--- src/rtl/fib2axis_rxctrl_pkg.sv ---
// ---------------------------------------------------------------------------
// fib_axis_pkg
// Shared definitions for the RX FIFO-to-AXI-Stream controller:
//   rd_state_t     one-hot read-side state encoding (also driven out for debug)
//   BCNT_*         field positions inside a byte-count FIFO word
//   WORDS_W        width of the per-frame word counter
//   last_tstrb()   byte-lane mask for the final beat of a frame
// ---------------------------------------------------------------------------
package fib_axis_pkg;

   typedef enum logic [3:0] {
      IDLE = 4'h1,
      BCNT = 4'h2,
      DATA = 4'h4,
      DONE = 4'h8
   } rd_state_t;

   localparam int unsigned BCNT_BYTES_MSB = 15;
   localparam int unsigned BCNT_ERR_BIT   = 31;

   // ceil(65535/8) = 8192 needs 14 bits
   localparam int unsigned WORDS_W = 14;

   // rem = bytes[2:0]; rem==0 means the last word is fully populated
   function automatic logic [7:0] last_tstrb(input logic [2:0] rem);
      logic [7:0] mask;
      mask = 8'hFF;
      if (rem != 3'd0) begin
         mask = (8'h01 << rem) - 8'h01;
      end
      return mask;
   endfunction

endpackage

--- src/rtl/fib2axis_rxctrl_skid2.sv ---
// ---------------------------------------------------------------------------
// axis_skid2
// Two-entry registered FIFO holding stream beats between the data FIFO read
// port and the AXI-Stream output. The head entry is presented directly, so
// it stays stable while the sink stalls.
//   clk      clock
//   reset_   synchronous reset, active low (empties the buffer)
//   wr       write wr_data this cycle
//   wr_data  payload {tdata, tstrb, tlast, tuser}
//   pop      remove head entry this cycle
//   head     current head payload
//   occ      number of entries held (0..2)
// ---------------------------------------------------------------------------
module axis_skid2 #(
   parameter int unsigned W = 74
) (
   input  logic         clk,
   input  logic         reset_,
   input  logic         wr,
   input  logic [W-1:0] wr_data,
   input  logic         pop,
   output logic [W-1:0] head,
   output logic [1:0]   occ
);

   logic [W-1:0] mem [2];
   logic         wr_ptr;
   logic         rd_ptr;

   assign head = mem[rd_ptr];

   always_ff @(posedge clk) begin
      if (!reset_) begin
         mem[0] <= '0;
         mem[1] <= '0;
         wr_ptr <= 1'b0;
         rd_ptr <= 1'b0;
         occ    <= '0;
      end else begin
         if (wr) begin
            mem[wr_ptr] <= wr_data;
            wr_ptr      <= ~wr_ptr;
         end
         if (pop) begin
            rd_ptr <= ~rd_ptr;
         end
         occ <= occ + {1'b0, wr} - {1'b0, pop};
      end
   end

endmodule

--- src/rtl/fib2axis_rxctrl.sv ---
// ---------------------------------------------------------------------------
// fib2axis_rxctrl
// Drains one frame at a time from the RX byte-count FIFO and data FIFO
// (both non-show-ahead, 1-cycle read latency) and replays it as an
// AXI-Stream master.
//   rx_mac_aclk            clock
//   reset_                 synchronous reset, active low
//   rx_axis_mac_*          AXI-Stream master (tdata/tvalid/tlast/tuser/tstrb,
//                          tready in)
//   rd_rxbcnt_fifo         bcnt FIFO word: [15:0] bytes, [31] error
//   rxbcnt_rdreq/rdempty   bcnt FIFO read handshake; rdusedw status only
//   rd_rxdata_fifo         data FIFO word
//   rxdata_rdreq/rdempty   data FIFO read handshake; rdusedw status only
//   rx_statistics_vector   {15'b0, err, bytes} of the last completed frame
//   rx_statistics_valid    1-cycle pulse at frame completion
//   bcnt_more_than_max     current frame exceeds MAX_FRAME bytes
//   axis_rd_state          one-hot state for debug
// ---------------------------------------------------------------------------
module fib2axis_rxctrl
   import fib_axis_pkg::*;
#(
   parameter int unsigned DATA_WIDTH = 64,
   parameter int unsigned DATA_PTR   = 8,
   parameter int unsigned BCNT_WIDTH = 32,
   parameter int unsigned BCNT_PTR   = 2,
   parameter int unsigned MAX_FRAME  = 1518
) (
   input  logic                  rx_mac_aclk,
   input  logic                  reset_,
   output logic [DATA_WIDTH-1:0] rx_axis_mac_tdata,
   output logic                  rx_axis_mac_tvalid,
   output logic                  rx_axis_mac_tlast,
   output logic                  rx_axis_mac_tuser,
   output logic [7:0]            rx_axis_mac_tstrb,
   input  logic                  rx_axis_mac_tready,
   input  logic [BCNT_WIDTH-1:0] rd_rxbcnt_fifo,
   output logic                  rxbcnt_rdreq,
   input  logic                  rxbcnt_rdempty,
   input  logic [BCNT_PTR:0]     rxbcnt_rdusedw,
   input  logic [DATA_WIDTH-1:0] rd_rxdata_fifo,
   output logic                  rxdata_rdreq,
   input  logic                  rxdata_rdempty,
   input  logic [DATA_PTR:0]     rxdata_rdusedw,
   output logic [31:0]           rx_statistics_vector,
   output logic                  rx_statistics_valid,
   output logic                  bcnt_more_than_max,
   output logic [3:0]            axis_rd_state
);

   localparam int unsigned SKID_W = DATA_WIDTH + 10;

   rd_state_t          state;
   logic               latch_pend;
   logic [15:0]        bytes;
   logic               err;
   logic [WORDS_W-1:0] words_left;
   logic               inflight;
   logic               inflight_last;
   logic [1:0]         occ;
   logic [SKID_W-1:0]  head;
   logic [SKID_W-1:0]  wr_payload;
   logic               pop;
   logic [2:0]         outstanding;

   logic [15:0]        cap_bytes;
   logic               cap_err;
   logic [WORDS_W-1:0] cap_words;

   logic               unused_status;
   assign unused_status = ^{rxbcnt_rdusedw, rxdata_rdusedw,
                            rd_rxbcnt_fifo[BCNT_ERR_BIT-1:BCNT_BYTES_MSB+1]};

   assign cap_bytes = rd_rxbcnt_fifo[BCNT_BYTES_MSB:0];
   assign cap_err   = rd_rxbcnt_fifo[BCNT_ERR_BIT];
   assign cap_words = WORDS_W'(({1'b0, cap_bytes} + 17'd7) >> 3);

   assign axis_rd_state = state;

   assign {rx_axis_mac_tdata, rx_axis_mac_tstrb,
           rx_axis_mac_tlast, rx_axis_mac_tuser} = head;
   assign rx_axis_mac_tvalid = (occ != 2'd0);
   assign pop                = rx_axis_mac_tvalid & rx_axis_mac_tready;

   // Beat attributes are fixed when the word is issued, not when it is
   // popped: the read that takes words_left from 1 to 0 carries the last word.
   assign wr_payload = {rd_rxdata_fifo,
                        inflight_last ? last_tstrb(bytes[2:0]) : 8'hFF,
                        inflight_last,
                        err & inflight_last};

   // Never allow more than two words between skid contents and the read
   // still in flight, so the skid cannot overflow while tready is low.
   always_comb begin
      outstanding  = {1'b0, occ} + {2'b00, inflight} - {2'b00, pop};
      rxdata_rdreq = (state == DATA) && (words_left != '0) &&
                     !rxdata_rdempty && (outstanding < 3'd2);
   end

   always_ff @(posedge rx_mac_aclk) begin
      if (!reset_) begin
         state                <= IDLE;
         latch_pend           <= 1'b0;
         rxbcnt_rdreq         <= 1'b0;
         bytes                <= '0;
         err                  <= 1'b0;
         words_left           <= '0;
         inflight             <= 1'b0;
         inflight_last        <= 1'b0;
         rx_statistics_vector <= '0;
         rx_statistics_valid  <= 1'b0;
         bcnt_more_than_max   <= 1'b0;
      end else begin
         rxbcnt_rdreq        <= 1'b0;
         rx_statistics_valid <= 1'b0;
         inflight            <= rxdata_rdreq;
         inflight_last       <= rxdata_rdreq && (words_left == WORDS_W'(1));

         case (state)
            IDLE: begin
               if (!rxbcnt_rdempty) begin
                  state        <= BCNT;
                  rxbcnt_rdreq <= 1'b1;
                  latch_pend   <= 1'b0;
               end
            end

            // First BCNT cycle issues the read; the second latches the word.
            BCNT: begin
               if (!latch_pend) begin
                  latch_pend <= 1'b1;
               end else begin
                  latch_pend         <= 1'b0;
                  bytes              <= cap_bytes;
                  err                <= cap_err;
                  words_left         <= cap_words;
                  bcnt_more_than_max <= (32'(cap_bytes) > MAX_FRAME);
                  if (cap_bytes == 16'd0) begin
                     state                <= DONE;
                     rx_statistics_valid  <= 1'b1;
                     rx_statistics_vector <= {15'b0, cap_err, cap_bytes};
                  end else begin
                     state <= DATA;
                  end
               end
            end

            DATA: begin
               if (rxdata_rdreq) begin
                  words_left <= words_left - WORDS_W'(1);
               end
               if (pop && rx_axis_mac_tlast) begin
                  state                <= DONE;
                  rx_statistics_valid  <= 1'b1;
                  rx_statistics_vector <= {15'b0, err, bytes};
               end
            end

            DONE: begin
               bcnt_more_than_max <= 1'b0;
               state              <= IDLE;
            end

            default: state <= IDLE;
         endcase
      end
   end

   axis_skid2 #(
      .W (SKID_W)
   ) u_skid (
      .clk     (rx_mac_aclk),
      .reset_  (reset_),
      .wr      (inflight),
      .wr_data (wr_payload),
      .pop     (pop),
      .head    (head),
      .occ     (occ)
   );

endmodule

--- config.mk ---
export PLATFORM = sky130hd
export DESIGN_NAME = fib2axis_rxctrl
export DESIGN_NICKNAME = d
export VERILOG_FILES = /design/src/rtl/fib2axis_rxctrl_pkg.sv /design/src/rtl/fib2axis_rxctrl_skid2.sv /design/src/rtl/fib2axis_rxctrl.sv
export SDC_FILE = /design/constraint.sdc
export NUM_CORES = 1
export LEC_CHECK = 0
export CAP_MARGIN = 40
export CORE_ASPECT_RATIO = 0.6
export CORE_MARGIN = 2
export CORE_UTILIZATION = 50
export DETAILED_ROUTE_END_ITERATION = 12
export GPL_ROUTABILITY_DRIVEN = 0
export PLACE_DENSITY = 0.8
export SLEW_MARGIN = 5
export SYNTH_ARGS = -nofsm -noshare
export SYNTH_HDL_FRONTEND = slang
export SYNTH_HIERARCHICAL = 1
export SYNTH_SLANG_ARGS = --single-unit
--- constraint.sdc ---
create_clock -name rx_mac_aclk -period 4.75 [get_ports rx_mac_aclk]
set_clock_uncertainty 0.2 [all_clocks]
set_input_delay 1.425 -clock rx_mac_aclk [delete_from_list [all_inputs] [get_ports rx_mac_aclk]]
set_output_delay 1.425 -clock rx_mac_aclk [all_outputs]
set_load 0.005 [all_outputs]
; ---- After elaboration in Yosys (flattened, before gate mapping)
; Memories as Yosys holds them, arrays and structs flattened. A register that Yosys moved wholly into a read port is not among the register bits.
; Index checks and enable logic that the tools add are counted.
[word_totals]
out_inout_bits = 115
memories = 1
mem_bits_rw = 148
elab_cells = 93
inputBits = 113
ff_bits = 77
[mem_list]
columns = name, depth, width, read_ports, rd_clocked_by_memory_dff, wr, line_no
row1 = u_skid.mem, 2, 74, 1, 1, 2, fib2axis_rxctrl_skid2.sv:26  ; logic [W-1:0] mem [2];
[op_classes]
eq_ne = 10
magnitude_cmp = 2
n_bitwise = 4
reduce_logical = 21
n_addsub = 7
n_shift = 1
muxes = 33
[op_table]
columns = operator, n
row1 = $mux 32, 3
row2 = $mux 74, 1
row3 = $reduce_or 74->1, 1
row4 = $pmux 32 s2, 1
row5 = $mux 14, 2
row6 = $pmux 14 s2, 1
row7 = $add 16x3->17 const B, 1
row8 = $gt 16x11->1 const B, 1
row9 = $logic_not 16->1, 1
row10 = $mux 4, 4
row11 = $mux 8, 2
row12 = $mux 1, 15
row13 = $eq 14x1->1 const B, 1
row14 = $reduce_bool 14->1, 1
row15 = $sub 14x1->14 const B, 1
row16 = $pmux 4 s3, 1
row17 = $ne 2x2->1 const B, 4
row18 = $reduce_and 2->1, 4
row19 = $reduce_bool 2->1, 4
row20 = $shl 1x3->8 const A, 1
row21 = $sub 8x1->8 const B, 1
row22 = $pmux 1 s2, 3
row23 = $reduce_and 3->1, 2
row24 = $logic_and 1x1->1, 5
row25 = 15 further kinds, 17

; ---- Depth between registers and ports, before layout
[logic_depth]
word_depth = 7
depth_mapped = 11
ltp_nobuf = 10

; ---- Cells and area by module
; Netlist, hierarchy kept.
[modules_own_cells]
columns = module, cells_each, n_inst, area_per_inst_um2, seq_area_each_um2
row1 = axis_skid2, 498, 1, 6533.8, 4544.4
row2 = fib2axis_rxctrl, 429, 1, 3281.9, 1161.1

; ---- Worst setup path after synthesis
; OpenSTA, ideal clock, no wires.
[synth_path]
kind = input to output
start = in rx_axis_mac_tready
end = out rxdata_rdreq
arrival_time_ns = 2.940
path_stages = 7
slack_ns = 0.185
required_time_ns = 3.125
path_buffers = 0
path_cell_list = and2_1 -> nor2b_1 -> o21ai_0 -> fa_1 -> xor2_1 -> nor4b_4 -> and2_1
[synth_between]
elab_chain_cells = 4
[synth_rtl]
columns = element, line_no
row1 = "start, declared", fib2axis_rxctrl.sv:35  ; input logic rx_axis_mac_tready,
row2 = $and 1x1->1, fib2axis_rxctrl.sv:82  ; assign pop = rx_axis_mac_tvalid & rx_axis_mac_tready;
row3 = $sub 3x1->3, fib2axis_rxctrl.sv:94  ; outstanding = {1'b0, occ} + {2'b00, inflight} - {2'b00, pop};
row4 = $lt 3x2->1, fib2axis_rxctrl.sv:96  ; !rxdata_rdempty && (outstanding < 3'd2);
row5 = $logic_and 1x1->1, fib2axis_rxctrl.sv:96
row6 = "end, declared", fib2axis_rxctrl.sv:41  ; output logic rxdata_rdreq,
; Every way passes these cells.

; ---- Worst setup path in the final report
[layout_path]
start = in rx_axis_mac_tready
end = out rxdata_rdreq
[layout_between]
elab_chain_cells = 4
[layout_rtl]
columns = element, line_no
row1 = $and 1x1->1, fib2axis_rxctrl.sv:82
row2 = named net pop, fib2axis_rxctrl.sv:62  ; logic pop;
row3 = $sub 3x1->3, fib2axis_rxctrl.sv:94
row4 = $lt 3x2->1, fib2axis_rxctrl.sv:96
row5 = $logic_and 1x1->1, fib2axis_rxctrl.sv:96
; The timed path passes the listed nets, and every way through them passes these cells.

==> key figures <==
Run status
  – Outcome: completed

Routing
  – Total DRC errors in the routed layout: 0
  – Via-to-Cell Ratio: 5.395
  – Via Count: 7359
  – Mean routed wirelength per cell: between 15 and 20 µm
  – DRT Wirelength: ~24 mm
  – Antenna-violating nets left: 0
  – Iteration-0 DRC Markers: between 600 and 700
  – First-pass iteration count of the detailed router: 5

Global route
  – Global route total overflow: 0
  – Via count of the first global-routing pass: about 7000
  – Antenna violations before repair: 0
  – Pin count of the biggest net entering global routing: 77
  – First-pass GRT wire length: 36.92 mm
  – Total routing usage reported by global routing: 22.23%

Floorplanning
  – Die area: between 20000 and 25000 µm²
  – Vertical die dimension: 112.5 µm
  – Starting density of the core: slightly above 50%
  – CORE AREA: 19130 µm²
  – Number of rows in the core area: 39
  – Top Ports: 228
  – Horizontal die dimension: 184.9 µm

Setup path
  – Capture instance of the worst register-to-register path: words_left[12]
  – Start of the worst register-to-register path: u_skid/occ[1]
  – Depth of the worst register-to-register path: 11
  – Worst path required time: 3.12 ns
  – Class of the most critical setup path: in2out
  – Largest fanout on the critical path: 3
  – Data arrival, critical path: 3.02 ns
  – Kind of launch point of the worst setup path: input port
  – Worst-case register-to-register setup slack: 1.86 ns
  – Sort of element at the end of the critical path: output pin

Clocking
  – Clock slew at reported path FFs: 0.06 ns
  – Clock net sink count: 211
  – Cell chosen for the clock root: sky130_fd_sc_hd__clkbuf_16
  – Number of CTS-inserted buffers: 21
  – Number of buffers on the longest clock path: 3
  – Clock Latency Late Sink: 0.50 ns
  – H-tree level count: 1
  – Post-CTS repair timing setup buffer count: 0
  – TritonCTS clock tree: yes

Power and ir drop
  – Leakage component of the power: 0.004503 µW
  – IR drop worst, VDD: approximately 250 µV
  – Ratio of total power to cell area: 359.9 nW/µm²

Logic synthesis
  – Primary flip-flop cell chosen by synthesis mapping: sky130_fd_sc_hd__edfxtp_1
  – Most numerous cell in the Yosys netlist: sky130_fd_sc_hd__nor2_1
  – Sequential share of the synthesized area: 58.13%
  – YS warnings: 6
  – Number of enable flip-flop cells after synthesis: 148
  – Cell type contributing the most total cell area after synthesis: sky130_fd_sc_hd__edfxtp_1
  – Distinct cell type count after synthesis: between 60 and 70
  – Post-Synthesis Cell Area: just under 10000 µm²
  – List of most frequent post-synthesis cells: sky130_fd_sc_hd__nor2_1 (172), sky130_fd_sc_hd__nand2_1 (161), sky130_fd_sc_hd__edfxtp_1 (148)
  – Cell count after synthesis: 927
  – Synthesized area per cell: roughly 11 µm²
  – Number of storage elements in the synthesis netlist: about 210
  – Fraction of synthesized cell area taken by the top area cell type: 45.28%
  – Async SR Flop Fraction: 0%
  – Dominant cells by area after synthesis: sky130_fd_sc_hd__edfxtp_1 (45%), sky130_fd_sc_hd__dfxtp_1 (13%), sky130_fd_sc_hd__mux2_2 (8.5%), sky130_fd_sc_hd__nor2_1 (6.6%), sky130_fd_sc_hd__nand2_1 (6.2%)

Worst hold path
  – Startpoint of the lowest-slack hold path: bytes[4]
  – Kind of path behind the tightest hold check: reg2reg
  – Cell depth of the worst min-delay path: 2
  – Hold Path End: bytes[4]

Finish
  – Final design area excluding fillers: ~12000 µm²
  – End-of-flow core utilization: between 60 and 70%
  – # nets final: between 1000 and 1500
  – Number of diodes added for antenna fixing: 0
  – Area growth from synthesis to final layout: 27.01%
  – Ratio of cells with drive above 1 in the final layout: about an eighth

STA
  – Fmax: 0.2153 GHz
  – Worst-case hold slack: 0.2551 ns
  – Worst Tran Pin Value: 0.8892 ns
  – Worst rel slew slack: 40.72%
  – Accumulated negative setup slack: 0 ns
  – PnR worst setup slack: 0.1062 ns
  – Period minus WS final: 4.644 ns
  – Count of endpoints failing hold in the final timing report: 0
  – Final setup fails: 0
  – Max-slew violation count: 0
  – Ratio of final minimum period to clock period: 97.76%
  – RSZ-0062 raised after global routing: no

Placed design
  – Worst setup slack after placement: -0.7979 ns
  – Placed wire-length estimate: 14.97 mm
  – Area after detailed placement: 11800 µm²
  – IO Port Bufs: 185

Run
  – Max capacitance violation total: 0
-- repair_timing --
action	CTS	global route
hold buffers	0	0
endpoints found under the setup margin	1	1
resized for setup	15	0
pin swaps	3	1
-- power by group --
part	switching [µW]	total [µW]	internal, µW	leakage (µW)
Clock	674	1600	922	0.000316
Combinational	321	815	494	0.00215
Sequential	56.8	2080	2020	0.00204
-- worst max path at each step --
| stage | start | to | slack [ns] | cells past startpoint |
|---|---|---|---|---|
| after global routing | rx_axis_mac_tready | rxdata_rdreq | 0.004 | 9 |
| after CTS | rx_axis_mac_tready | rxdata_rdreq | 0.04 | 9 |
| after detailed placement | rx_axis_mac_tready | rxdata_rdreq | -0.80 | 9 |
| final | rx_axis_mac_tready | rxdata_rdreq | 0.11 | 9 |
| after global placement | rx_axis_mac_tready | rxdata_rdreq | -0.79 | 9 |
| after floorplan | rx_axis_mac_tready | rxdata_rdreq | 0.18 | 7 |
-- sequential cells by signal, indices dropped and copies added (netlist names), 2 cells and up, named ones only --
name and flops:
rx_statistics_vector 17, words_left 14, u_skid/mem 148, bytes 16, u_skid/occ 2, axis_rd_state 4
-- final cells by class --
| type | instances | area (µm²) |
|---|---|---|
| clock buffer | 26 | 544.3 |
| clock inverter | 12 | 105.1 |
| fill | 1516 | 6661 |
| inverter | 6 | 22.52 |
| multi-input combinational | 638 | 3707 |
| sequential | 211 | 5709 |
| tap | 266 | 332.8 |
| timing repair buffer | 205 | 2046 |
-- routing by layer --
metal	track usage [%]	share of wire, %	vias to the layer above
li1	-	-	3528
met1	34.30	47	3494
met2	32.28	43	309
met3	4.413	8.2	28
met4	5.026	1.5	0
met5	0	0	-
-- cells in the final DEF (no fill, tap or decap), types with 5 or more instances in the layout --
cell	n
sky130_fd_sc_hd__mux2_2	74
sky130_fd_sc_hd__edfxtp_1	148
sky130_fd_sc_hd__and2_1	8
sky130_fd_sc_hd__a311oi_1	17
sky130_fd_sc_hd__a211o_1	5
sky130_fd_sc_hd__conb_1	16
sky130_fd_sc_hd__clkdlybuf4s50_1	182
sky130_fd_sc_hd__nand2_1	158
sky130_fd_sc_hd__nor3_1	22
sky130_fd_sc_hd__clkinv_1	7
sky130_fd_sc_hd__nand4_1	6
sky130_fd_sc_hd__o21ai_0	15
sky130_fd_sc_hd__o21a_1	5
sky130_fd_sc_hd__a21oi_1	36
sky130_fd_sc_hd__and3_1	6
sky130_fd_sc_hd__clkbuf_16	21
sky130_fd_sc_hd__clkbuf_1	5
sky130_fd_sc_hd__nor4_1	5
sky130_fd_sc_hd__nand3_1	11
sky130_fd_sc_hd__xnor2_1	8
sky130_fd_sc_hd__xor2_1	6
sky130_fd_sc_hd__dfxtp_1	62
sky130_fd_sc_hd__buf_4	17
sky130_fd_sc_hd__ha_1	5
sky130_fd_sc_hd__inv_1	5
sky130_fd_sc_hd__nor2_1	172
-- cells by family after synthesis --
kind of cell / count (synthesis) / synth area share, %
buffers and inverters: 92 / 5.175
muxes: 74 / 8.489
and+or+nand+nor: 423 / 18.70
AOI/OAI and AO/OA: 103 / 7.024
adders and majority gates: 6 / 0.8413
xor gates and xnor gates: 16 / 1.568
DFF: 211 / 58.13
other: 2 / 0.07651
-- metrics by stage --
| step | std cells | total power [µW] |
|---|---|---|
| 2_1_floorplan | 941 | 2526 |
| 3_3_place_gp | 1323 | 2903 |
| 3_5_place_dp | 1326 | 2915 |
| 4_1_cts | 1364 | 4522 |
| 5_1_grt | 1364 | 4664 |
| 6_report | 1364 | 4487 |
-- worst max-delay path, cell delays in order --
cell and delay (ns):
sky130_fd_sc_hd__buf_2 0.12, sky130_fd_sc_hd__and2_4 0.14, sky130_fd_sc_hd__nor2b_4 0.12, sky130_fd_sc_hd__buf_4 0.13, sky130_fd_sc_hd__fa_2 0.34, sky130_fd_sc_hd__xor2_2 0.16
sky130_fd_sc_hd__nor4b_4 0.27, sky130_fd_sc_hd__and2_1 0.18, sky130_fd_sc_hd__buf_2 0.13
Power figures use the tool's default switching activity.
